$ cat src/rtl/uart_pkg.sv
// Shared encodings for the UART receive path: parity modes, FSM states, line idle level.
package uart_pkg;
    localparam int PAR_NONE = 0;
    localparam int PAR_EVEN = 1;
    localparam int PAR_ODD  = 2;

    localparam logic IDLE_LVL = 1'b1;

    typedef enum logic [2:0] {
        ST_IDLE,
        ST_START,
        ST_DATA,
        ST_PARITY,
        ST_STOP
    } state_t;
endpackage

$ cat src/rtl/sync_fifo.sv
// Single-clock FIFO with combinational head read; also used by the transmitter queue.
module sync_fifo #(
    parameter int WIDTH = 8,
    parameter int DEPTH = 4
) (
    input  logic                     clk,
    input  logic                     rst_n,
    input  logic                     push,
    input  logic                     pop,
    input  logic [WIDTH-1:0]         wdata,
    output logic                     full,
    output logic                     empty,
    output logic [$clog2(DEPTH):0]   count,
    output logic [WIDTH-1:0]         head
);
    localparam int AW = $clog2(DEPTH);

    logic [WIDTH-1:0] mem [DEPTH];
    logic [AW-1:0]    wptr, rptr;
    logic             do_push, do_pop;

    // A push into a full FIFO is accepted only when a pop frees the head slot this edge.
    assign do_pop  = pop & ~empty;
    assign do_push = push & (~full | do_pop);

    assign full  = (count == (AW+1)'(DEPTH));
    assign empty = (count == '0);
    assign head  = empty ? '0 : mem[rptr];

    always_ff @(posedge clk)
        if (do_push) mem[wptr] <= wdata;

    always_ff @(posedge clk or negedge rst_n) begin
        if (!rst_n) begin
            wptr  <= '0;
            rptr  <= '0;
            count <= '0;
        end else begin
            if (do_push) wptr <= wptr + AW'(1);
            if (do_pop)  rptr <= rptr + AW'(1);
            count <= count + (AW+1)'(do_push) - (AW+1)'(do_pop);
        end
    end
endmodule

$ cat src/rtl/uart_rx_fifo.sv
// UART receiver with configurable width/parity/divisor, sticky error flags and an output FIFO.
module uart_rx_fifo
    import uart_pkg::*;
#(
    parameter int CLK_DIV    = 2604,
    parameter int DATA_W     = 8,
    parameter int PARITY     = 0,
    parameter int FIFO_DEPTH = 4
) (
    input  logic                          clk,
    input  logic                          rst_n,
    input  logic                          RX,
    input  logic                          clr_rdy,
    input  logic                          clr_err,
    output logic                          rdy,
    output logic [DATA_W-1:0]             cmd,
    output logic [$clog2(FIFO_DEPTH):0]   fifo_cnt,
    output logic                          frame_err,
    output logic                          parity_err,
    output logic                          overrun
);
    localparam int CNT_W = $clog2(CLK_DIV);
    localparam int IDX_W = $clog2(DATA_W);
    localparam logic [CNT_W-1:0] FULL_BIT = CNT_W'(CLK_DIV - 1);
    localparam logic [CNT_W-1:0] HALF_BIT = CNT_W'(CLK_DIV / 2 - 1);

    logic              rx_m, rx_s;
    state_t            state_q, state_d;
    logic [CNT_W-1:0]  cnt_q, cnt_d;
    logic [IDX_W-1:0]  idx_q, idx_d;
    logic [DATA_W-1:0] data_q, data_d;
    logic              parb_q, parb_d;
    logic              push_q, push_d;
    logic              tick, par_bad, ferr_set, perr_set, ovr_set;
    logic              full, empty, pop;

    always_ff @(posedge clk or negedge rst_n) begin
        if (!rst_n) begin
            rx_m <= IDLE_LVL;
            rx_s <= IDLE_LVL;
        end else begin
            rx_m <= RX;
            rx_s <= rx_m;
        end
    end

    assign tick = (cnt_q == '0);
    // Odd parity expects the XOR of data and parity bit to be 1, even expects 0.
    assign par_bad = (PARITY != PAR_NONE) &&
                     ((^data_q ^ parb_q) != (PARITY == PAR_ODD));

    always_ff @(posedge clk or negedge rst_n) begin
        if (!rst_n) begin
            state_q <= ST_IDLE;
            cnt_q   <= '0;
            idx_q   <= '0;
            data_q  <= '0;
            parb_q  <= 1'b0;
            push_q  <= 1'b0;
        end else begin
            state_q <= state_d;
            cnt_q   <= cnt_d;
            idx_q   <= idx_d;
            data_q  <= data_d;
            parb_q  <= parb_d;
            push_q  <= push_d;
        end
    end

    always_comb begin
        state_d  = state_q;
        cnt_d    = cnt_q;
        idx_d    = idx_q;
        data_d   = data_q;
        parb_d   = parb_q;
        push_d   = 1'b0;
        ferr_set = 1'b0;
        perr_set = 1'b0;
        if (state_q != ST_IDLE && !tick) cnt_d = cnt_q - CNT_W'(1);
        case (state_q)
            ST_IDLE: begin
                if (rx_s != IDLE_LVL) begin
                    state_d = ST_START;
                    cnt_d   = HALF_BIT;
                end
            end
            ST_START: begin
                if (tick) begin
                    if (rx_s == IDLE_LVL) begin
                        state_d = ST_IDLE;
                    end else begin
                        state_d = ST_DATA;
                        cnt_d   = FULL_BIT;
                        idx_d   = '0;
                    end
                end
            end
            ST_DATA: begin
                if (tick) begin
                    data_d[idx_q] = rx_s;
                    cnt_d         = FULL_BIT;
                    if (idx_q == IDX_W'(DATA_W - 1))
                        state_d = (PARITY != PAR_NONE) ? ST_PARITY : ST_STOP;
                    else
                        idx_d = idx_q + IDX_W'(1);
                end
            end
            ST_PARITY: begin
                if (tick) begin
                    parb_d  = rx_s;
                    cnt_d   = FULL_BIT;
                    state_d = ST_STOP;
                end
            end
            ST_STOP: begin
                // Return to IDLE on the sample itself so a start bit in the last half bit is caught.
                if (tick) begin
                    state_d = ST_IDLE;
                    if (rx_s != IDLE_LVL) ferr_set = 1'b1;
                    else if (par_bad)     perr_set = 1'b1;
                    else                  push_d   = 1'b1;
                end
            end
            default: state_d = ST_IDLE;
        endcase
    end

    assign rdy     = ~empty;
    assign pop     = clr_rdy & ~empty;
    assign ovr_set = push_q & full & ~pop;

    always_ff @(posedge clk or negedge rst_n) begin
        if (!rst_n) begin
            frame_err  <= 1'b0;
            parity_err <= 1'b0;
            overrun    <= 1'b0;
        end else begin
            frame_err  <= ferr_set | (frame_err  & ~clr_err);
            parity_err <= perr_set | (parity_err & ~clr_err);
            overrun    <= ovr_set  | (overrun    & ~clr_err);
        end
    end

    sync_fifo #(
        .WIDTH (DATA_W),
        .DEPTH (FIFO_DEPTH)
    ) u_fifo (
        .clk   (clk),
        .rst_n (rst_n),
        .push  (push_q),
        .pop   (clr_rdy),
        .wdata (data_q),
        .full  (full),
        .empty (empty),
        .count (fifo_cnt),
        .head  (cmd)
    );
endmodule
$ cat config.mk
export PLATFORM = sky130hd
export DESIGN_NAME = uart_rx_fifo
export DESIGN_NICKNAME = d
export VERILOG_FILES = /design/src/rtl/uart_pkg.sv /design/src/rtl/sync_fifo.sv /design/src/rtl/uart_rx_fifo.sv
export SDC_FILE = /design/constraint.sdc
export NUM_CORES = 1
export LEC_CHECK = 0
export CAP_MARGIN = 20
export CORE_MARGIN = 2
export CORE_UTILIZATION = 30
export DETAILED_ROUTE_END_ITERATION = 8
export GPL_ROUTABILITY_DRIVEN = 0
export PLACE_DENSITY = 0.57
export SLEW_MARGIN = 20
export SYNTH_ARGS = -nofsm -noshare
export SYNTH_HDL_FRONTEND = slang
export SYNTH_SLANG_ARGS = --single-unit
$ cat constraint.sdc
create_clock -name clk -period 2.2 [get_ports clk]
set_input_delay 0.44 -clock clk [delete_from_list [all_inputs] [get_ports clk]]
set_output_delay 0.44 -clock clk [all_outputs]
set_load 0.01 [all_outputs]
* After elaboration in Yosys (flattened, before gate mapping) *
Memory sizes are Yosys's and may differ from the RTL's.
Index checks and enable logic that the tools add are counted.

word-level totals
  flip-flop bits (word level) = 39
  memory bits (writable) = 32
  word-level logic and storage cells = 93
  memories kept = 1

memories
  memory      depth  width  read ports  clocked after Yosys merged registers in  write ports  line             text
  u_fifo.mem  4      8      1           0                                        1            sync_fifo.sv:18  logic [WIDTH-1:0] mem [DEPTH];

operators by class
  add/subtract/negate cells = 6
  order comparisons = 2
  equal/unequal tests = 14
  mux-type cells = 31
  bitwise operators = 14
  reduce and logical (&&, ||, !) cells = 12

operators by type and width
  kind                                                                   count
  12-bit 2-to-1 mux                                                      5
  12-bit one-hot mux with 3 select lines                                 1
  3-bit 2-to-1 mux                                                       10
  2-bit != test (second input constant)                                  8
  3-bit one-hot mux with 5 select lines                                  1
  12-bit logical NOT                                                     1
  12-bit by 1-bit subtractor with 12-bit output (second input constant)  1
  3-bit == test (second input constant)                                  3
  1-bit 2-to-1 mux                                                       9
  8-bit bitwise mux                                                      1
  8-bit 2-to-1 mux                                                       1
  1-bit bitwise AND                                                      7
  3-bit by 2-bit == test with 1-bit output (second input constant)       2
  3-bit logical NOT                                                      2
  3-bit one-hot mux with 2 select lines                                  1
  6-bit AND reduction                                                    1
  5-bit AND reduction                                                    1
  2-bit by 1-bit adder with 2-bit output (second input constant)         2
  3-bit by 4-bit < comparator with 1-bit output (second input constant)  1
  1-bit NOT                                                              4
  3-bit by 1-bit adder with 3-bit output                                 1
  3-bit by 1-bit adder with 3-bit output (second input constant)         1
  1-bit demux with 3-bit select                                          1
  3-bit by 1-bit == test with 1-bit output (second input constant)       1
  10 further kinds                                                       13

* Longest topological paths before layout *
  depth after elaboration = 7
  gate-level depth with buffers = 10

* By module *
A second synthesis with hierarchy kept.

unflattened totals
  cell total of the unflattened synthesis = 251
  area total of the unflattened synthesis = 3273.1 µm²

modules (own cells, without submodules)
  module        times used  cells an instance  area each (µm²)
  uart_rx_fifo  1           163                1641.6
  sync_fifo     1           88                 1631.6

* Least setup slack after synthesis *
No wires, ideal clock.

  path type = reg2reg
  start = register u_fifo.count[2]
  end = register u_fifo.count[2]
  arrival = 2.290 ns
  data required time = 2.074 ns
  slack = -0.215 ns
  stages on the path, launching flop included = 11
  buffers on the path = 1
  period minus slack after synthesis = 2.415 ns
  cells stage by stage = dfrtp_1 -> or3_1 -> clkbuf_1 -> and2_1 -> ha_1 -> inv_1 -> ha_1 -> inv_1 -> fa_1 -> xnor2_1 -> xnor2_1

between the ends
  word-level cells in the longest chain between the ends = 7
  elaborated cells on any way between the ends = 9

ends and longest elaborated chain
  element                                          line                text
  from (decl)                                      sync_fifo.sv:13     output logic [$clog2(DEPTH):0] count,
  from (signal assigned)                           sync_fifo.sv:41     count <= count + (AW+1)'(do_push) - (AW+1)'(do_pop);
  3-bit logical NOT (*)                            sync_fifo.sv:27     assign empty = (count == '0);
  1-bit NOT (*)                                    n/a
  net rdy                                          uart_rx_fifo.sv:15  output logic rdy,
  1-bit bitwise AND (*)                            sync_fifo.sv:23     assign do_pop = pop & ~empty;
  net pop                                          uart_rx_fifo.sv:35  logic full, empty, pop;
  1-bit bitwise OR                                 sync_fifo.sv:24     assign do_push = push & (~full | do_pop);
  1-bit bitwise AND                                sync_fifo.sv:24
  3-bit by 1-bit adder with 3-bit output           sync_fifo.sv:41
  3-bit by 1-bit subtractor with 3-bit output (*)  sync_fifo.sv:41

Mark *: on every way through the listed nets, which the timed path passes. The rest lies on a longest branch.
A chain may end at the register's enable or synchronous reset.

* Worst setup path after layout *
  start = register u_fifo.count[0]
  end = register u_fifo.count[2]

between the ends
  word-level cells in the longest chain between the ends = 7
  elaborated cells on any way between the ends = 9

ends and longest elaborated chain
  element                                          line
  3-bit logical NOT (*)                            sync_fifo.sv:27
  1-bit NOT (*)                                    n/a
  1-bit bitwise AND (*)                            n/a
  net pop                                          uart_rx_fifo.sv:35
  1-bit bitwise OR                                 sync_fifo.sv:24
  1-bit bitwise AND                                sync_fifo.sv:24
  3-bit by 1-bit adder with 3-bit output           sync_fifo.sv:41
  3-bit by 1-bit subtractor with 3-bit output (*)  sync_fifo.sv:41

Marks and branches as above.

==> results.md <==
* Flip-flop and latch area at 1940 sq um
* Status: completed
* Synth Register Bits at 71
* Die span in x at 108 um
* 1st-iter DRT viols at 74
* Vias in the first global route at 2135
* Met2 Use GR at 18.2%
* Post-synth EDFFs at 32
* Synth Instances at 247
* Comb power frac at 18.3%
* Aggregate global-route resource usage at 11.4%
* I/O pins at 20
* Worst min path class: reg2reg
* Leak at 1.62 nW
* DR vias at 2100
* PortBufs at 19
* Ys async rst share at 54.9%
* Post-DR wirelength/cell at 14.0 um
* Top_reg_cell synth: dfrtp_1
* Site Rows at 38
* H-tree Lvls at 3
* FILL cells at 1044
* Global-route wire length before repair at 10500 um
* Core area at 10700 sq um
* Total Nets Final at 303
* First-pass DRT Iterations at 5
* DP HPWL at 4290 um
* Multi-input gate area at 1260 sq um
* Syn_nets at 263
* Seq pwr share at 48.3%
* CP arrival at 2.33 ns
* Pwr Density at 784 nW/um^2
* CP max-delay cell: or3_1
* Design Area, Final at 3940 sq um
* Max Clk Rate at 0.475 GHz
* Relative slew slack at 58.5%
* Sw Share at 25.8%
* Cells after DPL at 414
* RSZ-0062 raised after global routing: false
* Crit share post-route at 95.7%
* Commonest non-fill, non-tap cells in the layout: dfrtp_1, edfxtp_1, buf_4
* Die area at 11700 sq um
* Clock-pin transition on the worst setup and hold timing paths at 0.08 ns
* Initial antenna violation count at 0
* TritonCTS clock tree: yes
* Synthesis Warnings at 0
* Int Power at 0.00229 W
* Root buf cell: clkbuf_8
* Register area share after synthesis at 59.5%
* Largest stage delay, worst path at 0.41 ns
* Psw at 0.000795 W
* CTS max path bufs at 2
* Met1 usage at 15.0%
* Final instance count without filler cells at 432
* Setup violators final at 0
* Peak VDD IR at 390 uV
* Via density at 4.86
* DP Area at 3750 sq um
* Worst-path cell chain: or3_1, and2_4, ha_4, inv_2, ha_4, inv_2, fa_2, xnor2_2, xnor2_1
* Drc violations at 0
* Setup crit end kind: register
* Worst-Skew Late Latency at 0.34 ns
* Clock power share at 33.4%
* Met3 Usage GRT at 3.62%
* Setup crit start kind: register
* Most common cell after layout, fill and taps aside: dfrtp_1
* GRT overflow at 0
* Max-cap violations at 0
* CTS sink count at 71
* Die height at 108 um
* Inserted Clock Buffers at 9
* Largest net degree at the start of global routing at 16
* Drt total wl at 6060 um
* Critical Path RT at 2.43 ns
* Hold Fails Final Rpt at 0
* Final Max Tran Viols at 0
* Clk_skew at 0.00715 ns
* P&R area growth vs syn at 20.7%
* Tmin final at 2.11 ns
* CP Class: reg2reg
* ANT cells at 0
* Layout cells sized above 1 at 26.0%
* Mapped cell area at 3260 sq um
* Final core occ at 36.8%
* Worst slew pin tran at 0.618 ns
* Routed Antenna Nets at 0
* Avg Inst Size Synth at 13.2 sq um
* Synth cell types at 49
* Starting density of the core at 30.5%
* CP Max Fanout at 2
* Busiest grt layer: met2
[registers in the layout, indices dropped and copies added, names as in the netlist]
| signal | flops |
|---|---|
| u_fifo.mem | 32 |
| state_q | 3 |
| parity_err | 1 |
| u_fifo.count | 3 |
| overrun | 1 |
| frame_err | 1 |
| idx_q | 3 |
| rx_s | 1 |
| rx_m | 1 |
| u_fifo.wptr | 2 |
| data_q | 8 |
| cnt_q | 12 |
| u_fifo.rptr | 2 |
| push_q | 1 |
[area by class of cell]
cell class | instances | area share (%)
inverters | 14 | 1.34
multi-input cells | 151 | 32.0
flip-flops and latches | 71 | 49.3
clock inverters | 7 | 1.84
clock buffers | 9 | 3.15
repair buffers | 40 | 7.92
well taps | 140 | 4.45
[worst max-delay path, delay by kind of cell, from the launching register on]
family                   cells  cell delay (ns)
adder cells (fa/ha/maj)      3             0.67
AND/OR/NAND/NOR              2             0.58
flip-flops                   1             0.39
XOR/XNOR                     2             0.27
buffers and inverters        2             0.09
[path summary, 6_finish.rpt]
check,slack (ns),cells after the start,from,to
setup / recovery,0.09,9,u_fifo.count[0]$_DFF_PN0_,u_fifo.count[2]$_DFF_PN0_
hold / removal,0.36,0,rx_m$_DFF_PN1_,rx_s$_DFF_PN1_
setup reg to reg,0.09,9,u_fifo.count[0]$_DFF_PN0_,u_fifo.count[2]$_DFF_PN0_
hold reg to reg,0.36,0,rx_m$_DFF_PN1_,rx_s$_DFF_PN1_
max in group asynchronous,1.07,3,rst_n,rx_m$_DFF_PN1_
min in group asynchronous,0.53,2,rst_n,cnt_q[4]$_DFF_PN0_
[power by group through the flow]
stage | registers (W) | logic, W | clock network [W]
after CTS | 0.00149 | 0.000582 | 0.00106
after floorplan | 0.00151 | 0.000336 | 0
final | 0.00149 | 0.000566 | 0.00103
after global placement | 0.00152 | 0.000551 | 0
after detailed placement | 0.00152 | 0.000560 | 0
after global routing | 0.00150 | 0.000625 | 0.00112
[through the flow]
stage               hold slack (ns)  TNS (ns)  total power, W  setup WS (ns)
floorplan                     0.144   -0.0419         0.00185        -0.0419
global placement              0.346    -0.994         0.00207         -0.103
detailed placement            0.348     -2.00         0.00208         -0.127
CTS                           0.360         0         0.00314       0.000260
global route                  0.366         0         0.00324         0.0106
finish                        0.359         0         0.00309         0.0942
[per-layer routing]
metal / routed length, um / part of all wire [%]
met1: 2860 / 47
met2: 2910 / 48
met3: 227 / 3.7
met4: 57 / 0.94
met5: 0 / 0
[logic make-up (layout without fill, tap and decap cells)]
logic type	after synthesis	count (layout)	share of synthesized area, %
fa+ha+maj	11	11	4.45
mux	20	20	9.52
compound gates	29	29	5.95
buf+inv	25	70	3.03
simple gates	85	85	15.9
flops	71	71	59.5
xor+xnor	6	6	1.61
[cell usage after synthesis, drive strengths merged (3+ instances only)]
master	instances	share of area, %
dfrtp	37	28
nand4	6	1.3
nor4	5	1.4
buf	6	0.84
edfxtp	32	29
o211ai	3	0.69
nand3	7	1.1
inv	14	1.6
mux2	8	2.8
clkbuf	5	0.58
or3	10	2.1
or4	3	0.69
a21oi	6	0.92
nor3	5	0.92
ha	10	3.8
xnor2	4	1.1
nor2b	5	0.96
nor2	12	1.4
mux4	8	5.5
nand2	10	1.2
and2	13	2.5
mux2i	4	1.2
o21ai	6	0.92
[what timing repair did]
action                     CTS  global route
hold endpoints to repair    13             0
hold buffers                 1             0
setup buffers                1             0
setup endpoints to repair    9             6
resized for setup           28             6
No activity file was read; power rests on OpenSTA's default activity.
